===== config.mk =====
export PLATFORM = sky130hd
export DESIGN_NAME = alu_result_stage
export DESIGN_NICKNAME = d
export VERILOG_FILES = /design/src/rtl/alu_pkg.sv /design/src/rtl/alu_flag_gen.sv /design/src/rtl/alu_result_stage.sv
export SDC_FILE = /design/constraint.sdc
export NUM_CORES = 1
export LEC_CHECK = 0
export BUFFER_PORTS_ARGS = -buffer_cell sky130_fd_sc_hd__buf_2
export CORE_MARGIN = 8
export CORE_UTILIZATION = 38
export CTS_BUF_LIST = sky130_fd_sc_hd__clkbuf_2
export CTS_CLUSTER_DIAMETER = 200
export CTS_CLUSTER_SIZE = 28
export DETAILED_ROUTE_END_ITERATION = 8
export PLACE_DENSITY = 0.69
export REMOVE_ABC_BUFFERS = 1
export SYNTH_ARGS = -nofsm -noshare
export SYNTH_HDL_FRONTEND = slang
export SYNTH_SLANG_ARGS = --single-unit

===== constraint.sdc =====
create_clock -name clk -period 1.6 [get_ports clk]
set_input_delay 0.24 -clock clk [delete_from_list [all_inputs] [get_ports clk]]
set_output_delay 0.24 -clock clk [all_outputs]
set_load 0.02 [all_outputs]

===== src/rtl/alu_pkg.sv =====
// Shared opcode constants, default opcode width and result-stage state encoding.
package alu_pkg;

  localparam int OPW_DEFAULT = 4;

  localparam logic [3:0] OP_ADD = 4'd0;
  localparam logic [3:0] OP_SUB = 4'd1;
  localparam logic [3:0] OP_AND = 4'd2;
  localparam logic [3:0] OP_OR  = 4'd3;
  localparam logic [3:0] OP_XOR = 4'd4;
  localparam logic [3:0] OP_SHL = 4'd5;
  localparam logic [3:0] OP_SHR = 4'd6;
  localparam logic [3:0] OP_MOV = 4'd7;

  localparam logic [1:0] ST_EMPTY = 2'd0;
  localparam logic [1:0] ST_ONE   = 2'd1;
  localparam logic [1:0] ST_TWO   = 2'd2;

endpackage


===== src/rtl/alu_flag_gen.sv =====
// Combinational zero/negative flags plus carry/overflow masking for MOV.
// Zero latency; no flow control of its own.
module alu_flag_gen
  import alu_pkg::*;
#(
  parameter int WIDTH = 32,
  parameter int OPW   = OPW_DEFAULT
) (
  input  logic [WIDTH-1:0] i_result,
  input  logic [OPW-1:0]   i_op,
  input  logic             i_carry,
  input  logic             i_ovf,
  output logic             o_zero,
  output logic             o_neg,
  output logic             o_carry,
  output logic             o_ovf
);

  logic w_is_mov;

  assign w_is_mov = (i_op == OPW'(OP_MOV));
  assign o_zero   = (i_result == '0);
  assign o_neg    = i_result[WIDTH-1];
  // A MOV never goes through the adder, so its carry/ovf inputs are stale.
  assign o_carry  = i_carry & ~w_is_mov;
  assign o_ovf    = i_ovf & ~w_is_mov;

endmodule


===== src/rtl/alu_result_stage.sv =====
// Registered ALU result stage with 2-entry skid buffer; 1-cycle latency when empty.
// in_ready is a flop that drops only while both entries are occupied.
module alu_result_stage
  import alu_pkg::*;
#(
  parameter int WIDTH = 32,
  parameter int OPW   = OPW_DEFAULT
) (
  input  logic             clk,
  input  logic             rst_n,
  input  logic             in_valid,
  output logic             in_ready,
  input  logic [WIDTH-1:0] in_result,
  input  logic [OPW-1:0]   in_op,
  input  logic             in_carry,
  input  logic             in_ovf,
  output logic             out_valid,
  input  logic             out_ready,
  output logic [WIDTH-1:0] out_result,
  output logic [OPW-1:0]   out_op,
  output logic             out_zero,
  output logic             out_neg,
  output logic             out_carry,
  output logic             out_ovf,
  output logic [15:0]      result_count
);

  typedef struct packed {
    logic [WIDTH-1:0] result;
    logic [OPW-1:0]   op;
    logic             zero;
    logic             neg;
    logic             carry;
    logic             ovf;
  } entry_t;

  logic        w_zero, w_neg, w_carry, w_ovf;
  logic        w_acc, w_hs;
  entry_t      w_new;
  entry_t      r_main, r_skid;
  logic [1:0]  r_state;
  logic        r_in_ready, r_out_valid;
  logic [15:0] r_count;

  alu_flag_gen #(
    .WIDTH (WIDTH),
    .OPW   (OPW)
  ) u_flag_gen (
    .i_result (in_result),
    .i_op     (in_op),
    .i_carry  (in_carry),
    .i_ovf    (in_ovf),
    .o_zero   (w_zero),
    .o_neg    (w_neg),
    .o_carry  (w_carry),
    .o_ovf    (w_ovf)
  );

  assign w_new = {in_result, in_op, w_zero, w_neg, w_carry, w_ovf};
  assign w_acc = in_valid && r_in_ready;
  assign w_hs  = r_out_valid && out_ready;

  always_ff @(posedge clk or negedge rst_n) begin
    if (!rst_n) begin
      r_state     <= ST_EMPTY;
      r_in_ready  <= 1'b1;
      r_out_valid <= 1'b0;
      r_main      <= '0;
      r_skid      <= '0;
      r_count     <= 16'd0;
    end else begin
      case (r_state)
        ST_EMPTY: begin
          if (w_acc) begin
            r_main      <= w_new;
            r_out_valid <= 1'b1;
            r_state     <= ST_ONE;
          end
        end
        ST_ONE: begin
          if (w_acc && w_hs) begin
            r_main <= w_new;
          end else if (w_acc) begin
            r_skid     <= w_new;
            r_in_ready <= 1'b0;
            r_state    <= ST_TWO;
          end else if (w_hs) begin
            r_out_valid <= 1'b0;
            r_state     <= ST_EMPTY;
          end
        end
        ST_TWO: begin
          if (w_hs) begin
            r_main     <= r_skid;
            r_in_ready <= 1'b1;
            r_state    <= ST_ONE;
          end
        end
        default: begin
          r_state     <= ST_EMPTY;
          r_in_ready  <= 1'b1;
          r_out_valid <= 1'b0;
        end
      endcase
      if (w_hs) begin
        r_count <= r_count + 16'd1;
      end
    end
  end

  assign in_ready     = r_in_ready;
  assign out_valid    = r_out_valid;
  assign out_result   = r_main.result;
  assign out_op       = r_main.op;
  assign out_zero     = r_main.zero;
  assign out_neg      = r_main.neg;
  assign out_carry    = r_main.carry;
  assign out_ovf      = r_main.ovf;
  assign result_count = r_count;

endmodule


==> results.rst <==
.. list-table::
   :header-rows: 1

   * - Metric
     - Value
   * - Run status
     - finished with violations
   * - Violations in the final reports
     - negative setup slack
   * - Share of the yosys chip area belonging to registers
     - a little under three fifths
   * - Remaining global-route overflow
     - 0
   * - Fmax
     - approximately 620 MHz
   * - Per-instance average area after synthesis
     - between 10 and 15 µm²
   * - End of the worst register-to-register path
     - out_result[16]$_DFFE_PN0P_
   * - Share of the clock period used by the worst path
     - 101%
   * - Worst setup SP type
     - flip-flop
   * - Vias in the first global route
     - 3615
   * - Final max-slew violation count
     - 0
   * - Vias after detailed routing
     - 3563
   * - Cells after synthesis
     - about 400
   * - Main flop type after synthesis
     - dfrtp_1
   * - Die H
     - roughly 120 µm
   * - Cell Rows
     - 39
   * - Type of the most critical hold path
     - input pin to flip-flop
   * - Via count normalized by instance count
     - 5.13
   * - CTS tree
     - built
   * - Area enclosed by the die boundary
     - about 0.015 mm²
   * - I/O pin count
     - 100
   * - Leading area contributor after synthesis
     - dfrtp_1
   * - Clock slew at the register clock pins of the worst setup and hold paths
     - 0.25 ns
   * - Diode insertion count for antenna repair
     - 0
   * - X dimension of the die
     - roughly 120 µm
   * - Initial detailed-routing violation count
     - 212
   * - Pre-antenna DRT Iters
     - 5
   * - Post-route total power
     - ~3.9 mW
   * - Post-route standard cell area excluding fillers
     - 0.00573 mm²
   * - Crit path to
     - out_result[16]$_DFFE_PN0P_
   * - Max_cap viols
     - 0
   * - Total wirelength of the detailed-routed design
     - 11600 µm
   * - Most used standard cell by instance count after synthesis
     - dfrtp_1
   * - Worst path arrival time
     - about 2.1 ns
   * - Worst slew slack as a fraction of its limit
     - 67.1%
   * - Worst-skew pair later-pin latency
     - approximately 0.55 ns
   * - Final weighted congestion in routability-driven placement
     - roughly 0.79
   * - Sink count of the clock tree
     - 98
   * - Average wire per standard cell
     - 16.7 µm
   * - Total cell area at the placement stage
     - roughly 0.005 mm²
   * - Measured slew at the worst slew-check pin
     - about 0.49 ns
   * - Path depth of the worst reg2reg path
     - 6
   * - Final layout net count
     - 589
   * - Clock tree root driver cell
     - clkbuf_2
   * - Worst setup EP type
     - flip-flop
   * - Asr flop ratio synth
     - between 90% and 100%
   * - Largest driver fanout on the critical path
     - 6
   * - Number of warning messages in the yosys log
     - 0
   * - Worst slack, placed
     - -0.0113 ns
   * - CORE AREA
     - between 0.01 and 0.015 mm²
   * - Power density cells
     - approximately 680 mW/mm²
   * - Synth top cells by count
     - dfrtp_1 (97), nand2_1 (88), nor2_1 (43)
   * - Synth top area share
     - between 50 and 60%
   * - Worst setup path startpoint
     - in_ready$_DFFE_PN1P_
   * - Starting density of the core
     - a little under two fifths
   * - IO buf count
     - between 90 and 100
   * - Number of distinct library cells after synthesis
     - 38
   * - Number of antenna violations at the first check in global routing
     - 0
   * - Synthesized cell area
     - roughly 0.0043 mm²
   * - Worst supply voltage drop on vdd
     - roughly 0.00044 V
   * - Unrepaired setup endpoints after global routing
     - yes
   * - All-layer global routing usage
     - between 10% and 20%
   * - Critical Setup Path Class
     - flip-flop to flip-flop
   * - Final HPWL from detailed placement
     - roughly 7500 µm
   * - Number of storage elements in the synthesis netlist
     - a little under 100
   * - Final Critical Period
     - between 1.5 and 2 ns
   * - Final setup violation count
     - 10
   * - EDFF count, synth
     - 0
   * - Slack of the critical path
     - -0.0129 ns
   * - Worst reg2reg startpoint
     - in_ready$_DFFE_PN1P_
   * - Area overhead of the layout relative to synthesis
     - 32.6%
   * - Setup TNS
     - -0.0672 ns
   * - Worst setup skew after layout
     - roughly 0.025 ns
   * - Top cells by area in the synthesized netlist
     - dfrtp_1 (56%), mux2_2 (9.1%), nand2_1 (7.6%)
   * - Antenna violation net count after detailed routing
     - 0
   * - CTS buffer count
     - 9
   * - Wire length of the first global-routing pass
     - 17700 µm
   * - Leakage power summed over all cells
     - 2.96 nW
   * - Crit path required time
     - ~2 ns
   * - Fraction of final layout cells sized beyond drive strength 1
     - 34.1%
   * - Pin count of the biggest net entering global routing
     - around 40
   * - Hold Violations, Final
     - 0
   * - DRC errors left
     - 0
   * - FF-to-FF setup slack
     - -0.01 ns
   * - H-tree depth
     - 3
   * - Maximum root-to-sink buffer count
     - 2
critical path: stages, from the launching register on:
cell and delay, ns:
dfstp_2 0.63, nand3b_1 0.13, o211ai_4 0.23, buf_12 0.17, buf_8 0.12, clkbuf_16 0.14, a31oi_4 0.07
kinds of logic after synthesis:
group	synth area share, %
DFF	56.8
AOI/OAI and AO/OA	7.58
buffers and inverters	4.57
adders and majority gates	0.289
muxes	9.38
and+or+nand+nor	18.4
xor gates and xnor gates	3.04
how the worst min path moves through the flow:
stage | end | start | slack (ns) | depth (start not counted)
CTS | r_state[1]$_DFFE_PN0P_ | out_ready | 0.04 | 3
floorplan | out_carry$_DFFE_PN0P_ | rst_n | -0.06 | 0
detailed placement | out_result[24]$_DFFE_PN0P_ | rst_n | 0.23 | 1
global placement | out_result[24]$_DFFE_PN0P_ | rst_n | 0.23 | 1
global route | r_state[1]$_DFFE_PN0P_ | out_ready | 0.04 | 3
finish | r_state[1]$_DFFE_PN0P_ | out_ready | 0.09 | 3
layer usage:
layer / up-vias / global-route usage [%] / part of all wire [%]
li1: 1674 / - / -
met1: 1766 / 18.2 / 44
met5: - / 0 / 0
met4: 0 / 6.32 / 1.3
met2: 110 / 24.2 / 48
met3: 13 / 4.00 / 6.6
what timing repair did:
item | 4_1_cts | 5_1_grt
pin swaps | 0 | 1
hold buffers | 40 | 0
gates cloned | 0 | 6
endpoints found under the setup margin | 18 | 39
setup buffers | 1 | 2
resized for setup | 3 | 13
endpoints found under the hold margin | 176 | 0
power by group:
part / switching, mW / total (mW) / internal, mW / leakage, nW
Clock: 0.806 / 1.16 / 0.358 / 0.0731
Sequential: 0 / 2.48 / 2.48 / 1.36
Combinational: 0.129 / 0.253 / 0.124 / 1.52
registers in the layout, indices dropped and copies added (netlist names):
signal and count:
r_skid 39, out_carry 1, out_valid 1, in_ready 1
result_count 16, out_ovf 1, out_result 32, out_zero 1
r_state 2, out_op 4
stage by stage:
step | hold slack (ns) | utilization [%] | instances
6_report | 0.0918 | 50.9 | 694
5_1_grt | 0.0385 | 50.9 | 694
4_1_cts | 0.0358 | 49.0 | 686
2_1_floorplan | -0.0556 | - | 373
3_5_place_dp | 0.231 | 44.4 | 629
3_3_place_gp | 0.230 | 44.4 | 629
cell usage in the layout, fill, tap and decap left out, types with 3 or more instances in the layout:
cell type	n
a21oi_1	3
a31oi_1	36
buf_12	9
buf_2	97
buf_4	8
buf_6	3
clkbuf_16	4
clkbuf_2	10
clkinv_2	3
dfrtp_1	96
dlygate4sd3_1	40
mux2_2	35
nand2_1	88
nand3_1	11
nand4_1	6
nor2_1	40
nor4_1	8
o21ai_0	3
xnor2_1	11
xor2_1	4
cell type report:
type / count / area, µm²
clock buffers: 10 / 50.0
fillers: 1014 / 5540
repair buffers: 162 / 1270
flip-flops and latches: 98 / 2450
multi-input cells: 275 / 1720
clock inverters: 6 / 57.6
well taps: 143 / 179
Power figures use the tool's default switching activity.
